==> config.mk <==
export PLATFORM = sky130hd
export DESIGN_NAME = alu_seq
export DESIGN_NICKNAME = d
export VERILOG_FILES = /design/src/rtl/alu_pkg.sv /design/src/rtl/alu_muldiv_core.sv /design/src/rtl/alu_seq.sv
export SDC_FILE = /design/constraint.sdc
export NUM_CORES = 2
export LEC_CHECK = 0
export ABC_CLOCK_PERIOD_IN_PS = 4700
export CAP_MARGIN = 0
export CORE_ASPECT_RATIO = 0.75
export CORE_UTILIZATION = 30
export DETAILED_ROUTE_END_ITERATION = 7
export GPL_ROUTABILITY_DRIVEN = 0
export HOLD_SLACK_MARGIN = 0.12
export MAX_ROUTING_LAYER = met4
export PLACE_DENSITY = 0.56
export SKIP_CTS_REPAIR_TIMING = 1
export SKIP_LAST_GASP = 1
export SYNTH_ARGS = -nofsm -noshare
export SYNTH_HDL_FRONTEND = slang
export SYNTH_SLANG_ARGS = --single-unit
==> constraint.sdc <==
create_clock -name clk -period 4.7 [get_ports clk]
set_input_delay 1.41 -clock clk [delete_from_list [all_inputs] [get_ports clk]]
set_output_delay 1.41 -clock clk [all_outputs]
set_load 0.02 [all_outputs]
==> src/rtl/alu_pkg.sv <==
// Shared op codes and FSM state type for the
// multi-cycle ALU.
package alu_pkg;

  localparam logic [3:0] OP_AND   = 4'b0000;
  localparam logic [3:0] OP_OR    = 4'b0001;
  localparam logic [3:0] OP_ADD   = 4'b0010;
  localparam logic [3:0] OP_SLTU  = 4'b0011;
  localparam logic [3:0] OP_MFHI  = 4'b0100;
  localparam logic [3:0] OP_MFLO  = 4'b0101;
  localparam logic [3:0] OP_SUB   = 4'b0110;
  localparam logic [3:0] OP_SLT   = 4'b0111;
  localparam logic [3:0] OP_MULT  = 4'b1000;
  localparam logic [3:0] OP_MULTU = 4'b1001;
  localparam logic [3:0] OP_DIV   = 4'b1010;
  localparam logic [3:0] OP_DIVU  = 4'b1011;
  localparam logic [3:0] OP_NOR   = 4'b1100;
  localparam logic [3:0] OP_SLL   = 4'b1110;
  localparam logic [3:0] OP_SRL   = 4'b1111;

  typedef enum logic [1:0] {
    IDLE = 2'd0,
    MUL  = 2'd1,
    DIV  = 2'd2,
    FIX  = 2'd3
  } alu_state_t;

  function automatic logic is_muldiv(
    input logic [3:0] op
  );
    return op[3:2] == 2'b10;
  endfunction

endpackage

==> src/rtl/alu_muldiv_core.sv <==
// Iterative shift-add multiplier and restoring
// divider with sign fix-up.
module alu_muldiv_core
  import alu_pkg::*;
#(
  parameter int WIDTH = 32
) (
  input  logic             clk,
  input  logic             reset,
  input  logic             start,
  input  logic [3:0]       op,
  input  logic [WIDTH-1:0] a,
  input  logic [WIDTH-1:0] b,
  output logic             busy,
  output logic             done,
  output logic [WIDTH-1:0] hi_out,
  output logic [WIDTH-1:0] lo_out
);

  localparam int CW = $clog2(WIDTH) + 1;

  alu_state_t state, state_nxt;

  logic [CW-1:0]      cnt;
  logic [2*WIDTH-1:0] prod;
  logic [WIDTH-1:0]   dsor;
  logic [WIDTH-1:0]   quo;
  logic [WIDTH-1:0]   rem;
  logic [WIDTH-1:0]   a_raw;
  logic               neg_pq;
  logic               neg_r;
  logic               dz;
  logic               div_mode;

  logic             op_mul;
  logic             op_sgn;
  logic             sa, sb;
  logic [WIDTH-1:0] mag_a, mag_b;

  assign op_mul = (op == OP_MULT) || (op == OP_MULTU);
  assign op_sgn = (op == OP_MULT) || (op == OP_DIV);
  assign sa     = op_sgn & a[WIDTH-1];
  assign sb     = op_sgn & b[WIDTH-1];
  assign mag_a  = sa ? -a : a;
  assign mag_b  = sb ? -b : b;

  logic [WIDTH:0]   acc;
  logic [WIDTH:0]   trial;
  logic [WIDTH:0]   diff;
  logic             fits;

  always_comb begin
    acc = {1'b0, prod[2*WIDTH-1:WIDTH]};
    if (prod[0])
      acc = acc + {1'b0, dsor};
    trial = {rem, quo[WIDTH-1]};
    diff  = trial - {1'b0, dsor};
    fits  = trial >= {1'b0, dsor};
  end

  always_comb begin
    state_nxt = state;
    unique case (state)
      IDLE:
        if (start)
          state_nxt = op_mul ? MUL : DIV;
      MUL, DIV:
        if (cnt == CW'(1))
          state_nxt = FIX;
      FIX:
        state_nxt = IDLE;
      default:
        state_nxt = IDLE;
    endcase
  end

  always_ff @(posedge clk) begin
    if (reset)
      state <= IDLE;
    else
      state <= state_nxt;
  end

  always_ff @(posedge clk) begin
    if (reset) begin
      cnt      <= '0;
      prod     <= '0;
      dsor     <= '0;
      quo      <= '0;
      rem      <= '0;
      a_raw    <= '0;
      neg_pq   <= 1'b0;
      neg_r    <= 1'b0;
      dz       <= 1'b0;
      div_mode <= 1'b0;
    end else begin
      unique case (state)
        IDLE:
          if (start) begin
            cnt      <= CW'(WIDTH);
            dsor     <= mag_b;
            a_raw    <= a;
            neg_pq   <= sa ^ sb;
            neg_r    <= sa;
            div_mode <= !op_mul;
            dz       <= !op_mul && (b == '0);
            prod     <= {{WIDTH{1'b0}}, mag_a};
            quo      <= mag_a;
            rem      <= '0;
          end
        MUL: begin
          prod <= {acc, prod[WIDTH-1:1]};
          cnt  <= cnt - CW'(1);
        end
        DIV: begin
          if (fits) begin
            rem <= diff[WIDTH-1:0];
            quo <= {quo[WIDTH-2:0], 1'b1};
          end else begin
            rem <= trial[WIDTH-1:0];
            quo <= {quo[WIDTH-2:0], 1'b0};
          end
          cnt <= cnt - CW'(1);
        end
        default: ;
      endcase
    end
  end

  logic [2*WIDTH-1:0] prod_fix;
  logic [WIDTH-1:0]   quo_fix;
  logic [WIDTH-1:0]   rem_fix;

  assign prod_fix = neg_pq ? -prod : prod;
  assign quo_fix  = neg_pq ? -quo  : quo;
  assign rem_fix  = neg_r  ? -rem  : rem;

  // Divide by zero overrides the iterated result.
  always_comb begin
    if (!div_mode) begin
      hi_out = prod_fix[2*WIDTH-1:WIDTH];
      lo_out = prod_fix[WIDTH-1:0];
    end else if (dz) begin
      hi_out = a_raw;
      lo_out = '1;
    end else begin
      hi_out = rem_fix;
      lo_out = quo_fix;
    end
  end

  assign busy = state != IDLE;
  assign done = state == FIX;

endmodule

==> src/rtl/alu_seq.sv <==
// EX-stage ALU: single-cycle op mux with result/zero
// and HI/LO registers around the mul/div core.
module alu_seq
  import alu_pkg::*;
#(
  parameter int WIDTH = 32,
  parameter int SHW   = $clog2(WIDTH)
) (
  input  logic             clk,
  input  logic             reset,
  input  logic             start,
  input  logic [3:0]       op,
  input  logic [WIDTH-1:0] a,
  input  logic [WIDTH-1:0] b,
  input  logic [SHW-1:0]   shamt,
  output logic [WIDTH-1:0] result,
  output logic             zero,
  output logic [WIDTH-1:0] hi,
  output logic [WIDTH-1:0] lo,
  output logic             busy,
  output logic             done
);

  logic             md_go;
  logic             sc_go;
  logic             md_done;
  logic [WIDTH-1:0] md_hi;
  logic [WIDTH-1:0] md_lo;
  logic [WIDTH-1:0] res_nxt;

  assign md_go = start && !busy && is_muldiv(op);
  assign sc_go = start && !busy && !is_muldiv(op);

  alu_muldiv_core #(
    .WIDTH (WIDTH)
  ) u_core (
    .clk    (clk),
    .reset  (reset),
    .start  (md_go),
    .op     (op),
    .a      (a),
    .b      (b),
    .busy   (busy),
    .done   (md_done),
    .hi_out (md_hi),
    .lo_out (md_lo)
  );

  always_comb begin
    res_nxt = '0;
    unique case (op)
      OP_AND:  res_nxt = a & b;
      OP_OR:   res_nxt = a | b;
      OP_ADD:  res_nxt = a + b;
      OP_SUB:  res_nxt = a - b;
      OP_SLTU: res_nxt = WIDTH'(a < b);
      OP_SLT:  res_nxt = WIDTH'($signed(a) < $signed(b));
      OP_MFHI: res_nxt = hi;
      OP_MFLO: res_nxt = lo;
      OP_NOR:  res_nxt = ~(a | b);
      OP_SLL:  res_nxt = b << shamt;
      OP_SRL:  res_nxt = b >> shamt;
      default: res_nxt = '0;
    endcase
  end

  always_ff @(posedge clk) begin
    if (reset) begin
      result <= '0;
      zero   <= 1'b0;
      hi     <= '0;
      lo     <= '0;
      done   <= 1'b0;
    end else begin
      done <= 1'b0;
      if (sc_go) begin
        result <= res_nxt;
        zero   <= a == b;
        done   <= 1'b1;
      end
      if (md_done) begin
        hi   <= md_hi;
        lo   <= md_lo;
        done <= 1'b1;
      end
    end
  end

endmodule

[Yosys cells after proc, flatten, opt, wreduce, memory -nomap -nowiden]
Index checks and enable logic that the tools add are counted.
Storage, ports and cells
  register bits: 302
  input bits: 76
  output and inout bits: 99
  logic and storage cells: 107
Operators by class
  add/sub/neg operators: 10
  $lt $le $gt $ge: 3
  eq/ne operators: 21
  shift-type cells: 2
  mux-type cells: 27
  bitwise logic cells: 6
  reduce and logical (&&, ||, !) cells: 22
Operators by type and width (count)
  two-way mux 32 bit: 11
  case mux 32 bit (11 select lines): 1
  two-way mux 64 bit: 2
  negation 32 bit: 4
  case mux 32 bit (2 select lines): 2
  case mux 64 bit (2 select lines): 1
  less-than comparator 32 bit: 2
  negation 64 bit: 1
  subtractor 32 bit: 2
  adder 32 x 32 -> 33 bit: 1
  greater-or-equal comparator 33 x 32 -> 1 bit: 1
  two-way mux 33 bit: 1
  adder 32 bit: 1
  bitwise AND 32 bit: 1
  == test 32 bit: 1
  zero test 32 bit: 1
  inverter 32 bit: 1
  OR 32 bit: 1
  left shift 32 x 5 -> 32 bit: 1
  right shift 32 x 5 -> 32 bit: 1
  == test 4 bit, second input constant: 6
  == test 4 x 3 -> 1 bit, second input constant: 4
  case mux 6 bit (2 select lines): 1
  AND reduction 2 bit: 5
  21 further kinds: 38

[Logic depth before layout (Yosys ltp)]
  depth after elaboration: 6
  depth in mapped cells: 14

[By module]
A second synthesis with hierarchy kept.
Second synthesis, totals
  cell total of the unflattened synthesis: 3986
  area, all modules: 29492.0 µm²
Modules (own cells, without submodules)
  alu_muldiv_core: instances 1, cells each 2327, area each 16856.2 µm²
  alu_seq: instances 1, cells each 1659, area each 12635.9 µm²

[Worst setup path after synthesis]
OpenSTA, ideal clock, no wires.
  path kind: in2reg
  start: in b[2]
  end: reg result[30]
  setup time: 0.091 ns
  arrival time: 4.253 ns
  data required time: 4.609 ns
  setup slack: 0.356 ns
  stages on the path: 14
  path buffers: 2
  cell sequence: clkbuf_1 > inv_1 > ha_1 > clkbuf_1 > o21bai_1 > a211oi_1 > o21bai_1 > a221o_1 > o211ai_1 > o31ai_1 > a211o_1 > nor3_1 > o21ai_0 > a311oi_1
Between the ends
  word-level cells in the longest chain between the ends: 2
Ends and longest elaborated chain
  start, declared: RTL line alu_seq.sv:14  | input logic [WIDTH-1:0] b,
  subtractor 32 bit (tied with other cells): RTL line alu_seq.sv:55  | OP_SUB: res_nxt = a - b;
  case mux 32 bit (11 select lines) *: RTL line alu_seq.sv:51  | unique case (op)
  end signal, assigned: RTL line alu_seq.sv:77  | result <= res_nxt;
  end, declared: RTL line alu_seq.sv:16  | output logic [WIDTH-1:0] result,
Mark *: on every way between the ends. The rest lies on a longest branch, timed or not.
A chain may end at the register's enable or synchronous reset.

[Worst setup path after layout]
  start: in a[8]
  end: reg result[29]
Between the ends
  word-level cells in the longest chain between the ends: 2
Ends and longest elaborated chain
  start, declared: RTL line alu_seq.sv:13  | input logic [WIDTH-1:0] a,
  subtractor 32 bit / adder 32 bit (equally long branches): RTL line alu_seq.sv:55, alu_seq.sv:54
  case mux 32 bit (11 select lines) *: RTL line alu_seq.sv:51
Marked as above.

==> results.cfg <==
[sta]
min_period_over_period_pct = 98.7
fin_crit_ns = 4.64
rsz0062_at_grt = yes
setup_viol = 0
worst_slew_margin_rel_pct = 28.1
max_clock_freq_ghz = 0.216
slew_viol_final = 0
hold_viol = 0
worstMarginPinSlew_ns = 1.07
fin_tns_setup_ns = 0
timing.final.ws_setup_ns = 0.0624
finalClockSkew_ns = 0.0251

[synthesis]
async_reset_ff_share_pct = 0
yosysSeqAreaShare_pct = 21.6
synth_edf_count = 0
netlist_area_um2 = 28000
avgSynthCellArea_um2 = 7.21
synth_adder_area_share_pct = 8.16
synth_ff_type = dfxtp_1
ys_ff_latch = 302
yosysUniqueCellTypes = 81
synth_area_leaders = dfxtp_1 (22%), ha_1 (7.9%), nand2_1 (7.6%)
synth_top_family_by_area = compound AO/OA/AOI/OAI gates
yosysWarnings = 0
synth_mux_area_share_pct = 7.18
synth_xor_area_share_pct = 7.54
syn-num-nets = 4138
synth_cells = 3882
synth_compound_area_share_pct = 30.1
synth_top_area_share_pct = 21.6
synthSimpleGateAreaFrac_pct = 19.6
synth_top_cell_by_area = dfxtp_1

[die]
die-area_um2 = 94500
rows = 96
die_w_um = 355
io_pins = 175
die_h_um = 267
start_util_pct = 30.5
core_area_um2 = 91900

[global_routing]
antenna_found_initial = 14
grt_first_pass_wirelength_mm = 201
grtUsageTotal_pct = 29.5
grt-ovfl-total = 0
grt_max_degree = 98
grt_pass1_vias = 28800

[cells_and_area]
regArea_um2 = 6050
multiInputGateArea_um2 = 20400
instances_no_fill = 5489
drive_above_1_share_pct = 13.6
area_delta_synth_final_pct = 24.5
fillerInstances = 9684
utilization_pct = 37.9
nets = 4479
finalInstanceArea_um2 = 34800
final_cell_mix = nand2_1 (565), buf_4 (393), a21oi_1 (367)
final_common_cell = nand2_1

[setup_path]
worstPathRequired_ns = 5.15
critPathMaxStageDelay_ns = 0.66
ff2ff_setup_slack_ns = 0.62
path_cells = clkdlybuf4s50_1, inv_1, ha_1, nor4_1, nand3_1, a21oi_1, buf_4, o31ai_1, buf_4, a31oi_2, a21oi_1, or4_1, a21oi_1, o41a_1, o211ai_1
path_max_fanout = 4
crit_arrival_ns = 5.09
worst_setup_path_end_kind = register
worstReg2RegStart = u_core.prod[21]$_SDFFE_PP0P_
crit_top_cell = a21oi_1
startpoint_type = primary input
rr_endpoint = hi[26]$_SDFFE_PP0P_
worstSetupPathType = in2reg
ff2ff_path_depth = 11
cp_slowest_cell = clkdlybuf4s50_1

[cts]
clock-sinks = 302
cts_made_buffers = 35
cts_buffer_depth = 3
cts_tree = built
htree_levels = 2
cts_root_buffer = clkbuf_16
worstSkewPairLatency_ns = 0.60
path_clk_slew_ns = 0.06

[placed_design]
dp_slack_ns = -0.558
hpwlAfterDp_mm = 113
dpl_cell_area_um2 = 33500
dp_cells = 5411
port_buffers = 174

[min_path]
min_from = u_core.a_raw[18]$_SDFFE_PP0P_
hold_depth = 2
whs_endpoint = u_core.a_raw[18]$_SDFFE_PP0P_
holdCritPathClass = reg2reg

[run]
drv_cap = 0

[pwr]
peakVddDrop_v = 0.000268
leakage_nw = 13.7
power_density_nw_per_um2 = 301

[routing]
wl_per_cell_um = 25.9
drc_errors = 29
antenna_left = 0
num_vias = 33200
routed_wl_mm = 142
viasPerCell = 6.05
first_iter_violations = 5434
dr.pass1.iters = 8

[outcome]
violations = design-rule violations
outcome = finished with violations
-- layout make-up --
cell class                 count  share of cell area, %
clock buffer                  46                   2.93
tap                         1225                   4.40
antenna                       17                  0.122
inverter                     155                   1.67
sequential                   302                   17.4
timing repair buffer         580                   14.3
multi-input combinational   3149                   58.7
clock inverter                15                  0.557
-- stage by stage --
step,hold WS [ns],power (W)
6_report,0.455,0.0105
5_1_grt,0.472,0.0109
4_1_cts,0.456,0.0103
3_5_place_dp,0.445,0.00730
3_3_place_gp,0.441,0.00729
2_1_floorplan,0.431,0.00554
-- worst max-delay path: cells and delay by family --
family,cells,cell delay [ns]
adders and majority gates,1,0.38
and+or+nand+nor,3,0.89
buffers and inverters,4,1.15
AOI/OAI and AO/OA,7,1.26
-- cell families (layout without fill, tap and decap cells) --
| family | Yosys count | after routing |
|---|---|---|
| mux | 168 | 168 |
| simple gates | 1248 | 1248 |
| xor+xnor | 241 | 241 |
| other cells | 0 | 17 |
| flops | 302 | 302 |
| fa+ha+maj | 180 | 180 |
| compound gates | 1312 | 1312 |
| buf+inv | 431 | 796 |
-- power breakdown --
group | total [W] | switching [W] | leakage [nW] | internal (W)
clock network | 0.00303 | 0.00131 | 0.599 | 0.00172
logic | 0.00451 | 0.00287 | 10.7 | 0.00164
registers | 0.00295 | 0.000219 | 2.45 | 0.00273
total | 0.0105 | 0.00440 | 13.7 | 0.00609
-- synthesized netlist by cell type (21+ instances only) --
| master | n |
|---|---|
| nor2b_1 | 23 |
| o21ai_0 | 322 |
| o221ai_1 | 34 |
| a21oi_1 | 370 |
| o211ai_1 | 73 |
| a22oi_1 | 21 |
| o21bai_1 | 29 |
| ha_1 | 176 |
| nand2b_1 | 37 |
| mux4_2 | 25 |
| or4_1 | 23 |
| inv_1 | 150 |
| nor3_1 | 49 |
| nor4_1 | 34 |
| xor2_1 | 48 |
| buf_1 | 26 |
| mux2i_1 | 132 |
| dfxtp_1 | 302 |
| a211oi_1 | 78 |
| nand3_1 | 56 |
| nand2_1 | 565 |
| nand4_1 | 23 |
| nor2_1 | 342 |
| o31ai_1 | 56 |
| a221oi_1 | 26 |
| a222oi_1 | 25 |
| xnor2_1 | 193 |
| a21o_1 | 65 |
| or3_1 | 25 |
| clkbuf_1 | 247 |
| o41ai_1 | 26 |
| a31oi_1 | 40 |
-- sequential cells by signal, indices dropped and copies added, names as in the netlist, 2 cells and up --
register / count
u_core.quo: 32
u_core.prod: 64
u_core.rem: 32
u_core.a_raw: 32
u_core.cnt: 6
u_core.state: 2
lo: 32
hi: 32
result: 32
u_core.dsor: 32
-- per-layer routing --
metal	up-vias	wire length [um]	GRT usage, %
li1	14800	-	-
met1	15800	62700	41.8
met2	2276	51100	35.8
met3	329	23500	13.6
met4	0	4890	8.38
met5	-	0	-
-- worst max path at each step --
stage	slack, ns	to	start	depth (start not counted)
floorplan	0.36	result[30]$_SDFFE_PP0P_	b[2]	14
global placement	-0.51	result[31]$_SDFFE_PP0P_	a[9]	15
detailed placement	-0.56	result[25]$_SDFFE_PP0P_	a[9]	15
CTS	0.007	result[25]$_SDFFE_PP0P_	a[9]	15
global route	-0.009	result[25]$_SDFFE_PP0P_	a[8]	15
finish	0.06	result[29]$_SDFFE_PP0P_	a[8]	15
(Power assumes the default switching activity.)
